### src/rtl/clock_pkg.sv
// Types and constants shared by the digital-clock counter stages.
package clock_pkg;

  typedef logic [3:0] bcd_t;

  localparam int HOUR_MAX_24 = 23;
  localparam int HOUR_MAX_12 = 12;
  localparam int HOUR_MIN_12 = 1;

  localparam bcd_t RST_TENS_24 = 4'd0;
  localparam bcd_t RST_ONES_24 = 4'd0;
  localparam bcd_t RST_TENS_12 = 4'd1;
  localparam bcd_t RST_ONES_12 = 4'd2;

endpackage

### src/rtl/cnt24_hour_edge_sync.sv
// Multi-flop synchronizer with rising-edge detect, held off after reset until
// the chain has refilled so a level already high at release is not an edge.
module edge_sync #(
  parameter int SYNC_STAGES = 2
) (
  input  logic clk,
  input  logic CLR_n,
  input  logic d,
  output logic q_rise
);

  localparam int ARM_W = $clog2(SYNC_STAGES + 2);
  localparam logic [ARM_W-1:0] ARM_CNT = ARM_W'(SYNC_STAGES + 1);

  logic [SYNC_STAGES-1:0] r_sync;
  logic                   r_prev;
  logic [ARM_W-1:0]       r_arm_cnt;
  logic                   w_armed;

  always_ff @(posedge clk or negedge CLR_n) begin
    if (!CLR_n) begin
      r_sync    <= '0;
      r_prev    <= 1'b0;
      r_arm_cnt <= '0;
    end else begin
      r_sync <= {r_sync[SYNC_STAGES-2:0], d};
      r_prev <= r_sync[SYNC_STAGES-1];
      if (r_arm_cnt != ARM_CNT) r_arm_cnt <= r_arm_cnt + ARM_W'(1);
    end
  end

  assign w_armed = (r_arm_cnt == ARM_CNT);
  assign q_rise  = r_sync[SYNC_STAGES-1] & ~r_prev & w_armed;

endmodule

### src/rtl/cnt24_hour.sv
// Hour stage: BCD hour count driven by the minute-tens carry or by manual
// set presses, with optional 12h/PM mode and a one-clock day carry.
module cnt24_hour
  import clock_pkg::*;
#(
  parameter bit MODE_12H    = 1'b0,
  parameter int SYNC_STAGES = 2
) (
  input  logic clk,
  input  logic CLR_n,
  input  logic bit6,
  input  logic set_inc,
  input  logic isSetting,
  output bcd_t hour_tens,
  output bcd_t hour_ones,
  output logic pm,
  output logic day_carry
);

  localparam bcd_t RST_TENS = MODE_12H ? RST_TENS_12 : RST_TENS_24;
  localparam bcd_t RST_ONES = MODE_12H ? RST_ONES_12 : RST_ONES_24;

  bcd_t       r_tens, r_ones;
  logic       r_pm, r_day_carry;
  logic       w_carry_rise, w_set_rise, w_inc, w_illegal, w_wrap, w_nxt_pm;
  bcd_t       w_nxt_tens, w_nxt_ones;
  logic [7:0] w_hour;

  edge_sync #(.SYNC_STAGES(SYNC_STAGES)) u_carry_sync (
    .clk(clk), .CLR_n(CLR_n), .d(bit6), .q_rise(w_carry_rise)
  );

  edge_sync #(.SYNC_STAGES(SYNC_STAGES)) u_set_sync (
    .clk(clk), .CLR_n(CLR_n), .d(set_inc), .q_rise(w_set_rise)
  );

  // The mode in the edge cycle picks the source; the other edge is dropped.
  assign w_inc  = isSetting ? w_set_rise : w_carry_rise;
  assign w_hour = {4'd0, r_tens} * 8'd10 + {4'd0, r_ones};

  always_comb begin
    w_illegal = (r_ones > 4'd9);
    if (MODE_12H)
      w_illegal = w_illegal || (w_hour > 8'(HOUR_MAX_12)) || (w_hour < 8'(HOUR_MIN_12));
    else
      w_illegal = w_illegal || (w_hour > 8'(HOUR_MAX_24));
  end

  always_comb begin
    w_nxt_tens = r_tens;
    w_nxt_ones = r_ones;
    w_nxt_pm   = r_pm;
    w_wrap     = 1'b0;
    if (MODE_12H && w_hour == 8'(HOUR_MAX_12)) begin
      w_nxt_tens = 4'd0;
      w_nxt_ones = 4'(HOUR_MIN_12);
    end else if (!MODE_12H && w_hour == 8'(HOUR_MAX_24)) begin
      w_nxt_tens = 4'd0;
      w_nxt_ones = 4'd0;
      w_wrap     = 1'b1;
    end else if (r_ones == 4'd9) begin
      w_nxt_tens = r_tens + 4'd1;
      w_nxt_ones = 4'd0;
    end else begin
      w_nxt_ones = r_ones + 4'd1;
      // 11 -> 12 flips the meridiem; leaving PM is the start of a new day.
      if (MODE_12H && w_hour == 8'd11) begin
        w_nxt_pm = ~r_pm;
        w_wrap   = r_pm;
      end
    end
  end

  always_ff @(posedge clk or negedge CLR_n) begin
    if (!CLR_n) begin
      r_tens      <= RST_TENS;
      r_ones      <= RST_ONES;
      r_pm        <= 1'b0;
      r_day_carry <= 1'b0;
    end else if (w_illegal) begin
      r_tens      <= RST_TENS;
      r_ones      <= RST_ONES;
      r_pm        <= 1'b0;
      r_day_carry <= 1'b0;
    end else begin
      r_day_carry <= w_inc & w_wrap & ~isSetting;
      if (w_inc) begin
        r_tens <= w_nxt_tens;
        r_ones <= w_nxt_ones;
        r_pm   <= w_nxt_pm;
      end
    end
  end

  assign hour_tens = r_tens;
  assign hour_ones = r_ones;
  assign pm        = MODE_12H ? r_pm : 1'b0;
  assign day_carry = r_day_carry;

endmodule

### config.mk
export PLATFORM = sky130hd
export DESIGN_NAME = cnt24_hour
export DESIGN_NICKNAME = d
export VERILOG_FILES = /design/src/rtl/clock_pkg.sv /design/src/rtl/cnt24_hour_edge_sync.sv /design/src/rtl/cnt24_hour.sv
export SDC_FILE = /design/constraint.sdc
export NUM_CORES = 1
export LEC_CHECK = 0
export CELL_PAD_IN_SITES_DETAIL_PLACEMENT = 0
export CELL_PAD_IN_SITES_GLOBAL_PLACEMENT = 2
export CORE_MARGIN = 2
export CORE_UTILIZATION = 34
export CTS_CLUSTER_SIZE = 24
export DETAILED_ROUTE_END_ITERATION = 10
export MAX_ROUTING_LAYER = met4
export PLACE_DENSITY_LB_ADDON = 0.1
export SLEW_MARGIN = 20
export SYNTH_ARGS = -nofsm -noshare
export SYNTH_HDL_FRONTEND = slang
export SYNTH_SLANG_ARGS = --single-unit
export TNS_END_PERCENT = 30
### constraint.sdc
create_clock -name clk -period 3.9 [get_ports clk]
set_clock_uncertainty 0.15 [all_clocks]
set_input_delay 0.78 -clock clk [delete_from_list [all_inputs] [get_ports clk]]
set_output_delay 0.78 -clock clk [all_outputs]
set_load 0.05 [all_outputs]
==> metrics.yaml <==
clock_network:
  cts_tree: "built"
  holdBufCountCts: 0
  clk_pin_slew_ns: 0.10
  cts_setup_buffers: 0
  insertion_delay_ns: 0.29
  cts_buffers: 3
  cts.repair.resized: 0
  clockBufferDepth: 2
  htree_levels: 1
  cts_root_buf: "clkbuf_4"
  cts_sinks: 19
worst_setup_path:
  r2r_slack_ns: 0.86
  arrival_ns: 3.11
  crit_type: "reg2reg"
  cp-start-kind: "flop"
  path_max_fanout: 9
  worstSetupEndpointType: "flop"
  r2r_start: "hour_tens[1]"
  r2r_cells: 8
  cp_data_required_time_ns: 3.97
  rr_endpoint: "day_carry"
floorplanning:
  start_util_pct: 35.0
  die_area_mm2: 0.00389
  die_w_um: 62.3
  rows: 21
  core_mm2: 0.00331
  pin_count: 15
  die_y_um: 62.3
run_status:
  status: "finished clean"
global_routing:
  antenna_found_initial: 0
  gr-total-overflow: 0
  grt_pass1_vias: 938
  grt.total_usage_pct: 14.1
  grt_max_degree: 20
  grt_pass1_wl_um: 4330
worst_hold_path:
  hold_depth: 0
  hold_class: "reg2reg"
  hp-start: "u_set_sync.r_sync[0]"
  holdPathEnd: "u_set_sync.r_sync[1]"
sta:
  maxSlewHeadroom_pct: 44.2
  post-route-period-util_pct: 78.0
  setup_viol: 0
  tightest_slew_ns: 0.835
  hold-worst-slack_ns: 0.205
  fmax_mhz: 329
  grt_setup_unrepaired: "false"
  worst_slack_ns: 0.859
  hold_viol: 0
  timing.final.max_slew_violations: 0
  period_needed_ns: 3.04
  tns_ns: 0
yosys:
  synth_compound_area_share_pct: 12.6
  synth_cells: 112
  synthXorXnorAreaFrac_pct: 5.30
  yosys.cell_types.count: 36
  synth-simple-area-share_pct: 21.5
  synth_top_area_share_pct: 41.1
  ys_ff_latch: 19
  synth_area_leaders: "dfrtp_1, ha_1, xnor2_1, a21oi_1, fa_1"
  synth_area_mm2: 0.00116
  synthAdderAreaFrac_pct: 14.3
  yosys.area.top_type: "dfrtp_1"
  syn_avg_cell_area_um2: 10.3
  synth_nets: 129
  synthMuxAreaShare_pct: 1.95
  synth_top_family_by_area: "simple AND/OR/NAND/NOR gates"
  ys_seq_area_share_pct: 41.1
  yosysWarnings: 0
detailed_routing:
  route.vias.total: 877
  top_layer: "met4"
  wl_met1_um: 1220
  dr_wl_met2_um: 967
  detail_route.wl_per_cell_um: 13.2
  drtPass1Iterations: 4
  detail-route-antenna-nets: 0
  finalWirelength_um: 2280
  via_per_inst: 5.10
  route.detailed.drc: 0
  dr_wl_met3_um: 82
  initialDrtViolationCount: 21
layout:
  fin_nets: 144
  diodes: 0
  instances_no_fill: 172
  layout-drive-gt1-share_pct: 7.14
  fill_cells: 351
  synthToLayoutAreaGrowth_pct: 16.5
power_and_ir_drop:
  p_per_area_mw_per_mm2: 651
  irDropWorstVdd_uv: 448
  leakagePower_uw: 0.000556
job:
  cap_violations: 0
placed_design:
  routabilityCongestion: 0.745
  dp_cells: 168
  portBuffers: 13
  dp_hpwl_um: 1680
  pre_cts_ws_ns: 0.849
critical path, cell delays in order, from the launching register on:
cell      delay [ns]
dfrtp_1         0.50
ha_1            0.33
ha_1            0.23
fa_1            0.59
nand2b_1        0.09
xnor2_1         0.16
a21oi_1         0.08
or4_4           0.63
nor3_4          0.20
sequential cells by signal, indices dropped and copies added (netlist names):
signal and cells:
day_carry 1, hour_ones 4, hour_tens 4, u_carry_sync.r_arm_cnt 2
u_carry_sync.r_prev 1, u_carry_sync.r_sync 2, u_set_sync.r_arm_cnt 2, u_set_sync.r_prev 1
u_set_sync.r_sync 2
logic make-up (layout without fill, tap and decap cells):
logic type,count (synthesis),count (layout)
compound gates,23,23
simple gates,42,42
mux,2,2
buf+inv,6,20
fa+ha+maj,12,12
xor+xnor,7,7
flops,19,19
other cells,1,1
how the worst max path moves through the flow:
stage / startpoint / end / depth (start not counted)
final: hour_tens[1] / day_carry / 8
after global routing: hour_tens[1] / hour_tens[2] / 8
after CTS: hour_tens[1] / day_carry / 8
after detailed placement: hour_tens[1] / day_carry / 8
after global placement: hour_tens[1] / day_carry / 8
after floorplan: hour_tens[1] / day_carry / 9
area by class of cell:
class | count | area [um2] | area share (%)
well taps | 46 | 57.6 | 4.27
clock buffers | 4 | 26.3 | 1.95
flip-flops and latches | 19 | 475 | 35.3
repair buffers | 13 | 130 | 9.65
inverters | 3 | 11.3 | 0.835
multi-input cells | 87 | 648 | 48.1
cell usage after synthesis:
cell type,n
nand4_1,4
a211oi_2,1
and2_1,2
nand4bb_1,1
fa_1,2
a32oi_1,1
a2111oi_1,1
a31oi_1,4
o21ai_0,4
nand3b_1,1
xnor2_1,5
nand2_1,10
or3_1,1
a21o_1,1
ha_1,10
nor4_1,1
mux2_2,2
buf_1,1
dfrtp_1,19
inv_1,3
or2_0,1
and4bb_2,1
nand3_1,6
or4_4,1
conb_1,1
nor3_1,3
xor2_1,2
a21oi_1,8
buf_4,1
a22oi_1,1
nand2b_1,3
buf_6,1
nand4b_1,2
nor3_4,1
a211oi_1,2
nor2_1,4
power by group:
group | internal (uW) | switching, uW | total, uW
Combinational | 181 | 302 | 483
Clock | 39.8 | 56.6 | 96.4
Sequential | 230 | 69.4 | 299
metal layers:
metal	vias up	track usage, %
li1	437	-
met1	416	18.5
met2	22	21.9
met3	2	3.99
met4	0	3.33
met5	-	-
metrics by stage:
step	area (um2)	util (%)	power (uW)
final	1350	40.7	878
after floorplan	1160	-	676
after global routing	1350	40.7	957
after CTS	1350	40.7	887
after detailed placement	1320	39.9	785
after global placement	1320	39.9	787
cells in the final DEF (no fill, tap or decap), types with 5 or more instances in the layout:
cell and instances:
a21oi_1 8, clkdlybuf4s50_1 13, dfrtp_1 19, ha_1 10
nand2_1 10, nand3_1 6, xnor2_1 5
No activity file was read; power rests on OpenSTA's default activity.
